--- config.mk ---
export PLATFORM = sky130hd
export DESIGN_NAME = mem_access_unit
export DESIGN_NICKNAME = d
export VERILOG_FILES = /design/src/rtl/mem_access_unit.sv
export SDC_FILE = /design/constraint.sdc
export NUM_CORES = 1
export LEC_CHECK = 0
export CORE_MARGIN = 1.5
export CORE_UTILIZATION = 30
export DETAILED_ROUTE_END_ITERATION = 6
export HOLD_SLACK_MARGIN = 0.02
export PLACE_DENSITY = 0.57
export SLEW_MARGIN = 20
export SYNTH_ARGS = -nofsm -noshare
export SYNTH_HDL_FRONTEND = slang
export SYNTH_SLANG_ARGS = --single-unit
--- constraint.sdc ---
create_clock -name clk -period 2.95 [get_ports clk]
set_input_delay 0.59 -clock clk [delete_from_list [all_inputs] [get_ports clk]]
set_output_delay 0.59 -clock clk [all_outputs]
set_load 0.05 [all_outputs]
--- src/rtl/mem_access_unit.sv ---
// MEM-stage load/store unit in front of DataMemory: byte/half/word accesses, with read-modify-write for sub-word stores.
// Optional build macro LSU_MISALIGN_TRAP_EN: misaligned half/word requests return resp_err instead of being force-aligned.
module mem_access_unit #(
    parameter int MEM_WORD_ADDR = 1
) (
    input  logic        clk,
    input  logic        reset,
    input  logic        req_valid,
    output logic        req_ready,
    input  logic        req_we,
    input  logic [1:0]  req_size,
    input  logic        req_unsigned,
    input  logic [31:0] req_addr,
    input  logic [31:0] req_wdata,
    output logic        resp_valid,
    input  logic        resp_ready,
    output logic [31:0] resp_rdata,
    output logic        resp_err,
    output logic [31:0] mem_addr,
    output logic        mem_r_wbar,
    output logic [31:0] mem_wdata,
    input  logic [31:0] mem_rdata
);

    typedef enum logic [2:0] {
        ST_IDLE  = 3'd0,
        ST_READ  = 3'd1,
        ST_WRITE = 3'd2,
        ST_RESP  = 3'd3,
        ST_ERR   = 3'd4
    } state_e;

    state_e      state_q;
    logic        we_q;
    logic [1:0]  size_q;
    logic        uns_q;
    logic [1:0]  off_q;
    logic [31:0] wdata_q;
    logic        req_ready_q;
    logic        resp_valid_q;
    logic [31:0] resp_rdata_q;
    logic        resp_err_q;
    logic [31:0] mem_addr_q;
    logic        mem_r_wbar_q;
    logic [31:0] mem_wdata_q;

    logic        is_half_s;
    logic        is_word_s;
    logic        trap_s;
    logic [31:0] addr_al_s;
    logic [31:0] mem_addr_s;

    // Replace the addressed lane(s) of a memory word with right-justified store data.
    function automatic logic [31:0] merge_word(input logic [31:0] word, input logic [31:0] data,
                                               input logic [1:0] off, input logic [1:0] size);
        logic [31:0] r;
        r = word;
        case (size)
            2'b00: begin
                case (off)
                    2'b00:   r[7:0]   = data[7:0];
                    2'b01:   r[15:8]  = data[7:0];
                    2'b10:   r[23:16] = data[7:0];
                    default: r[31:24] = data[7:0];
                endcase
            end
            2'b01: begin
                if (off[1]) r[31:16] = data[15:0];
                else        r[15:0]  = data[15:0];
            end
            default: r = data;
        endcase
        return r;
    endfunction

    // Select the addressed lane of a memory word and sign- or zero-extend it.
    function automatic logic [31:0] load_extend(input logic [31:0] word, input logic [1:0] off,
                                                input logic [1:0] size, input logic uns);
        logic [31:0] sh;
        logic [31:0] r;
        sh = word >> {off, 3'b000};
        case (size)
            2'b00:   r = uns ? {24'h000000, sh[7:0]}  : {{24{sh[7]}}, sh[7:0]};
            2'b01:   r = uns ? {16'h0000, sh[15:0]}   : {{16{sh[15]}}, sh[15:0]};
            default: r = word;
        endcase
        return r;
    endfunction

    // Decode size, alignment and the outgoing memory address of the incoming request.
    always_comb begin
        is_half_s = (req_size == 2'b01);
        is_word_s = req_size[1];
        if (is_word_s) begin
            addr_al_s = {req_addr[31:2], 2'b00};
        end else if (is_half_s) begin
            addr_al_s = {req_addr[31:1], 1'b0};
        end else begin
            addr_al_s = req_addr;
        end
        if (MEM_WORD_ADDR != 0) begin
            mem_addr_s = {2'b00, addr_al_s[31:2]};
        end else begin
            mem_addr_s = {addr_al_s[31:2], 2'b00};
        end
`ifdef LSU_MISALIGN_TRAP_EN
        trap_s = (is_half_s && req_addr[0]) || (is_word_s && (req_addr[1:0] != 2'b00));
`else
        trap_s = 1'b0;
`endif
    end

    // Access sequencer: IDLE -> [READ] -> [WRITE] -> RESP, or IDLE -> ERR; all outputs registered.
    always_ff @(posedge clk) begin
        if (reset) begin
            state_q      <= ST_IDLE;
            we_q         <= 1'b0;
            size_q       <= 2'b00;
            uns_q        <= 1'b0;
            off_q        <= 2'b00;
            wdata_q      <= 32'h0000_0000;
            req_ready_q  <= 1'b1;
            resp_valid_q <= 1'b0;
            resp_rdata_q <= 32'h0000_0000;
            resp_err_q   <= 1'b0;
            mem_addr_q   <= 32'h0000_0000;
            mem_r_wbar_q <= 1'b1;
            mem_wdata_q  <= 32'h0000_0000;
        end else begin
            case (state_q)
                ST_IDLE: begin
                    if (req_valid) begin
                        we_q        <= req_we;
                        size_q      <= is_word_s ? 2'b10 : req_size;
                        uns_q       <= req_unsigned;
                        off_q       <= addr_al_s[1:0];
                        wdata_q     <= req_wdata;
                        mem_addr_q  <= mem_addr_s;
                        req_ready_q <= 1'b0;
                        if (trap_s) begin
                            state_q      <= ST_ERR;
                            resp_valid_q <= 1'b1;
                            resp_err_q   <= 1'b1;
                            resp_rdata_q <= 32'h0000_0000;
                        end else if (req_we && is_word_s) begin
                            state_q      <= ST_WRITE;
                            mem_r_wbar_q <= 1'b0;
                            mem_wdata_q  <= req_wdata;
                        end else begin
                            state_q <= ST_READ;
                        end
                    end
                end
                ST_READ: begin
                    if (we_q) begin
                        state_q      <= ST_WRITE;
                        mem_r_wbar_q <= 1'b0;
                        mem_wdata_q  <= merge_word(mem_rdata, wdata_q, off_q, size_q);
                    end else begin
                        state_q      <= ST_RESP;
                        resp_valid_q <= 1'b1;
                        resp_rdata_q <= load_extend(mem_rdata, off_q, size_q, uns_q);
                    end
                end
                ST_WRITE: begin
                    state_q      <= ST_RESP;
                    mem_r_wbar_q <= 1'b1;
                    resp_valid_q <= 1'b1;
                    resp_rdata_q <= 32'h0000_0000;
                end
                ST_RESP, ST_ERR: begin
                    if (resp_ready) begin
                        state_q      <= ST_IDLE;
                        req_ready_q  <= 1'b1;
                        resp_valid_q <= 1'b0;
                        resp_err_q   <= 1'b0;
                        resp_rdata_q <= 32'h0000_0000;
                    end
                end
                default: begin
                    state_q      <= ST_IDLE;
                    req_ready_q  <= 1'b1;
                    resp_valid_q <= 1'b0;
                    resp_err_q   <= 1'b0;
                    mem_r_wbar_q <= 1'b1;
                end
            endcase
        end
    end

    assign req_ready  = req_ready_q;
    assign resp_valid = resp_valid_q;
    assign resp_rdata = resp_rdata_q;
    assign resp_err   = resp_err_q;
    assign mem_addr   = mem_addr_q;
    assign mem_r_wbar = mem_r_wbar_q;
    assign mem_wdata  = mem_wdata_q;

endmodule

After elaboration in Yosys (flattened, before gate mapping)
Cells that the tools add are included.
{ "word_totals": {"inputBits": 104, "ff_bits": 139, "elab_cells": 85, "out_inout_bits": 100} }
{ "op_classes": {"n_eq_ne": 13, "n_shift": 1, "n_mux": 36, "n_reduce_logical": 18, "bitwise_logic": 4} }
{ "op_table": {"columns": ["cell", "n"], "rows": [
  ["32-bit 2-to-1 mux", 7],
  ["32-bit case mux with 2 select lines", 3],
  ["32-bit case mux with 3 select lines", 1],
  ["16-bit 2-to-1 mux", 2],
  ["8-bit 2-to-1 mux", 4],
  ["32-bit by 5-bit >> shifter with 16-bit output", 1],
  ["3-bit case mux with 4 select lines", 1],
  ["2-bit != test (second input constant)", 5],
  ["1-bit 2-to-1 mux", 9],
  ["3-bit AND reduction", 3],
  ["4-bit AND reduction", 2],
  ["2-bit by 1-bit equality test with 1-bit output (second input constant)", 3],
  ["3-bit by 2-bit equality test with 1-bit output (second input constant)", 2],
  ["2-bit 2-to-1 mux", 3],
  ["3-bit 2-to-1 mux", 2],
  ["1-bit case mux with 3 select lines", 2],
  ["2-bit AND reduction", 3],
  ["3-bit OR reduction", 2],
  ["2-bit logical NOT", 2],
  ["1-bit NOT", 4],
  ["1-bit case mux with 4 select lines", 1],
  ["2-bit OR reduction", 2],
  ["3-bit by 1-bit equality test with 1-bit output (second input constant)", 1],
  ["3-bit equality test (second input constant)", 1],
  ["other kinds (6)", 6]
]} }

Depth between registers and ports, before layout
{ "depth": {"word_depth": 6, "ltp_mapped": 8, "ltp_nobuf": 6} }

Least setup slack after synthesis
No wires, ideal clock.
{ "synth_path": {"kind": "flip-flop to flip-flop", "start": "reg state_q[1]", "end": "reg resp_rdata_q[21], in the netlist resp_rdata[21]", "stages_incl_launch_ff": 9, "synth_period_minus_slack_ns": 2.035, "setup_slack_ns": 0.915, "arrival_ns": 1.976, "required_ns": 2.892, "setup_ns": 0.058, "n_path_buf": 2, "path_cell_list": "dfxtp_1 > inv_1 > ha_1 > buf_6 > a2111o_1 > nand2b_4 > nor4_4 > buf_6 > a221o_2"} }
{ "synth_between": {"elab_chain_len": 4, "word_cells_on_any_way": 10, "cone_classes": "6 x eq/ne; 1 x mux; 3 x reduce/logical"} }
{ "synth_lines": {"columns": ["element", "line", "source"], "rows": [
  ["start, declared", "33", "state_e state_q;"],
  ["start signal, assigned", "116", "state_q <= ST_IDLE;"],
  ["start signal, assigned", "141", "state_q <= ST_ERR;"],
  ["start signal, assigned", "146", "state_q <= ST_WRITE;"],
  ["3-bit by 2-bit equality test with 1-bit output or 3-bit equality test (tied branches)", "130", "case (state_q)"],
  ["2-bit OR reduction", "130", null],
  ["2-bit != test (no source line) or 3-bit nonzero test (tied branches)", null, null],
  ["3-bit AND reduction (no source line)", null, null],
  ["end signal, assigned", "162", "resp_rdata_q <= load_extend(mem_rdata, off_q, size_q, uns_q);"],
  ["end, declared", "41", "logic [31:0] resp_rdata_q;"]
]} }
Parallel ways exist; a longest one is shown, timed or not.
A chain may end at the register's enable or synchronous reset.

Final worst setup path
{ "layout_path": {"start": "reg state_q[0]", "end": "reg resp_rdata_q[12], in the netlist resp_rdata[12]"} }
The elaborated chain is that of the path after synthesis.

==> results.cfg <==
[setup_path]
slowest_stage = a2111o_1
max_stage_delay_ns = 0.58
crit_type = flip-flop to flip-flop
r2r_slack_ns = 0.58
end_kind = flip-flop
required_ns = 3.30
cp.arrival_ns = 2.72
worst-path-max-fanout = 13
cp-start-kind = flip-flop
worstPathCellList = inv_1 -> ha_1 -> a2111o_1 -> nor4_2 -> a222oi_1 -> nand2_1

[pwr]
p_seq_share_pct = 27.5
p_comb_share_pct = 52.0
p_clk_share_pct = 20.5
vdd_drop_max_mv = 0.501
power_density_mw_per_mm2 = 1090
internal-power_mw = 5.62
p_sw_mw = 4.76
switching_share_pct = 45.9
p_leak_nw = 3.48

[global_routing]
grt_use_met2_pct = 32.5
use_met1_pct = 28.1
busiest_layer = met2
grt_pass1_wl_mm = 37.6
use_met3_pct = 4.15
antenna_found_initial = 0
grt_usage_pct = 20.4
grt-ovfl-total = 0
grt_pass1_vias = 6454
grt_max_degree = 70

[synth]
yosys_most_used_dff = dfxtp_1
synth_area_mm2 = 0.00672
yosysTopAreaCellShare_pct = 40.8
synth_warnings = 0
synthTopCellsByArea = dfxtp_1 (41%), nand2_1 (8.8%), a21oi_1 (6.2%), mux2i_1 (5.2%), clkbuf_1 (3.2%)
synth_area_per_cell_um2 = 8.24
synth-seq-cells = 137
synth_edf_count = 0
synthArstFlopShare_pct = 0
synth_cell_types = 51
syn_inst = 815
yosysSeqAreaShare_pct = 40.8
yosysTopAreaCell = dfxtp_1

[sta]
fin_crit_ns = 2.37
worst_slew_pin_slew_ns = 0.711
grt_setup_unrepaired = false
hold_violations = 0
skew_ns = 0.00550
timing.final.ws_setup_ns = 0.576
maxSlewHeadroom_pct = 52.2
timing.final.crit_share_pct = 80.5
tns_ns = 0
fmax_mhz = 421
finalSetupViolations = 0
final_max_slew_viol_count = 0

[place]
hpwl_mm = 17.4
dpl_cell_area_mm2 = 0.00894
gp_routability_congestion = 0.861
io_buffers = 200
pre_cts_ws_ns = 0.586
dp_cells = 1241

[route]
routed_wl_mm = 24.2
drt-pass1-iter-count = 5
wire_per_inst_um = 19.1
drtIter0Drc = 485
vias_per_cell = 5.33
post-route-drc-count = 0
via_count = 6770
drtAntennaViolNets = 0

[layout]
fin_cells = 1271
nets = 1088
area_growth_pct = 41.9
diodes = 0
num-fill-cells = 2227
postLayoutCellArea_mm2 = 0.00953
drive_above_1_share_pct = 6.76

[clock_tree]
clk_pin_slew_ns = 0.06
cts_buffers = 17
cts_resized = 0
cts_tree = done
cts_hold_buf = 0
clockRootBuffer = clkbuf_16
cts_max_level = 4
ctsLongestPathBuffers = 2
cts.sink_count = 137
clock_latency_ns = 0.42
postCtsSetupBuffers = 0

[min_path]
hold_path.class = flip-flop to flip-flop

[die]
die_x_um = 153
ios = 204
die-area_mm2 = 0.0233
initial_core_util_pct = 30.7
core_area_mm2 = 0.0219
row_count = 54
die_y_um = 153

[job]
cap_violations = 0

[run_status]
status = finished clean
-- power by group through the flow --
stage | clock [mW] | combinational [mW] | sequential [mW]
after floorplan | 0 | 2.02 | 4.42
final | 2.13 | 5.40 | 2.85
after detailed placement | 0 | 5.40 | 2.88
after global routing | 2.26 | 5.75 | 2.93
after CTS | 2.17 | 5.42 | 2.85
after global placement | 0 | 5.35 | 2.89
-- routing by layer --
layer / share of wire, % / up-vias
li1: - / 3290
met1: 46 / 3228
met2: 46 / 225
met3: 6.2 / 27
met4: 1.5 / 0
met5: 0 / -
-- cell usage in the layout (no fill, tap or decap), types with 14 or more instances in the layout --
| cell type | synthesis | layout |
|---|---|---|
| a32o_1 | 16 | 16 |
| a21boi_0 | 24 | 24 |
| nand2_1 | 158 | 157 |
| clkdlybuf4s50_1 | 0 | 199 |
| a221o_1 | 14 | 14 |
| o211ai_1 | 16 | 16 |
| o21ai_0 | 22 | 22 |
| nand2b_1 | 24 | 24 |
| a31oi_1 | 26 | 26 |
| a32oi_1 | 16 | 16 |
| dfxtp_1 | 137 | 137 |
| nor2_1 | 37 | 37 |
| a21oi_1 | 83 | 82 |
| nor3_1 | 18 | 18 |
| nor2b_1 | 15 | 14 |
| buf_4 | 4 | 21 |
| mux2i_1 | 35 | 35 |
| o2bb2ai_1 | 14 | 14 |
| clkbuf_16 | 0 | 17 |
-- cell families (layout without fill, tap and decap cells) --
family / count (synthesis) / after routing / share of synthesized area, %
AO/OA/AOI/OAI: 269 / 269 / 28.2
adder cells (fa/ha/maj): 4 / 4 / 0.745
buffers and inverters: 88 / 262 / 5.52
flip-flops: 137 / 137 / 40.8
multiplexers: 36 / 36 / 5.55
other: 1 / 3 / 0.0558
AND/OR/NAND/NOR: 280 / 280 / 19.1
-- registers in the layout (all words and copies together), names as in the netlist --
signal,count
mem_addr,30
mem_r_wbar,1
mem_wdata,32
off_q,2
req_ready,1
resp_rdata,32
resp_valid,1
size_q,2
state_q,2
uns_q,1
wdata_q,32
we_q,1
-- cells in the mapped netlist, types with 5 or more instances --
master,count
o21ai_0,22
buf_1,6
o2bb2ai_1,14
a32o_1,16
a222oi_1,7
a221o_1,14
o311ai_0,9
nor3_1,18
a21boi_0,24
a21oi_1,83
nand2_1,158
a32oi_1,16
or4_1,5
inv_1,9
a22oi_1,8
and3_1,8
dfxtp_1,137
clkbuf_1,58
nand2b_1,24
nor2b_1,15
buf_2,8
mux2i_1,35
a31oi_1,26
o211ai_1,16
nor2_1,37
-- through the flow --
| step | hold WS, ns | utilization [%] | power (mW) |
|---|---|---|---|
| global placement | 0.437 | 40.9 | 8.24 |
| global route | 0.459 | 43.5 | 10.9 |
| CTS | 0.445 | 43.5 | 10.4 |
| detailed placement | 0.436 | 40.9 | 8.28 |
| floorplan | 0.431 | - | 6.44 |
| finish | 0.442 | 43.5 | 10.4 |
-- final timing paths --
check	endpoint	from	cells after the start
max	resp_rdata[12]	state_q[0]	6
min	req_ready	req_ready	2
max reg2reg	resp_rdata[12]	state_q[0]	6
min reg2reg	req_ready	req_ready	2
-- worst max-delay path: cells and delay by family, from the launching register on --
kind / cells / cell delay [ns]
simple gates: 2 / 0.71
flops: 1 / 0.39
fa+ha+maj: 1 / 0.36
compound gates: 2 / 0.77
buf+inv: 1 / 0.08
-- layout make-up --
type                       count  area (µm²)  share of cell area, %
clock buffer                  23         488                   5.12
multi-input combinational    592        3630                   38.1
inverter                      10        37.5                  0.394
timing repair buffer         222        2190                   23.0
tap                          280         350                   3.68
clock inverter                 7        92.6                  0.972
sequential                   137        2740                   28.8
Note: power is estimated with default switching activity, not from simulation.
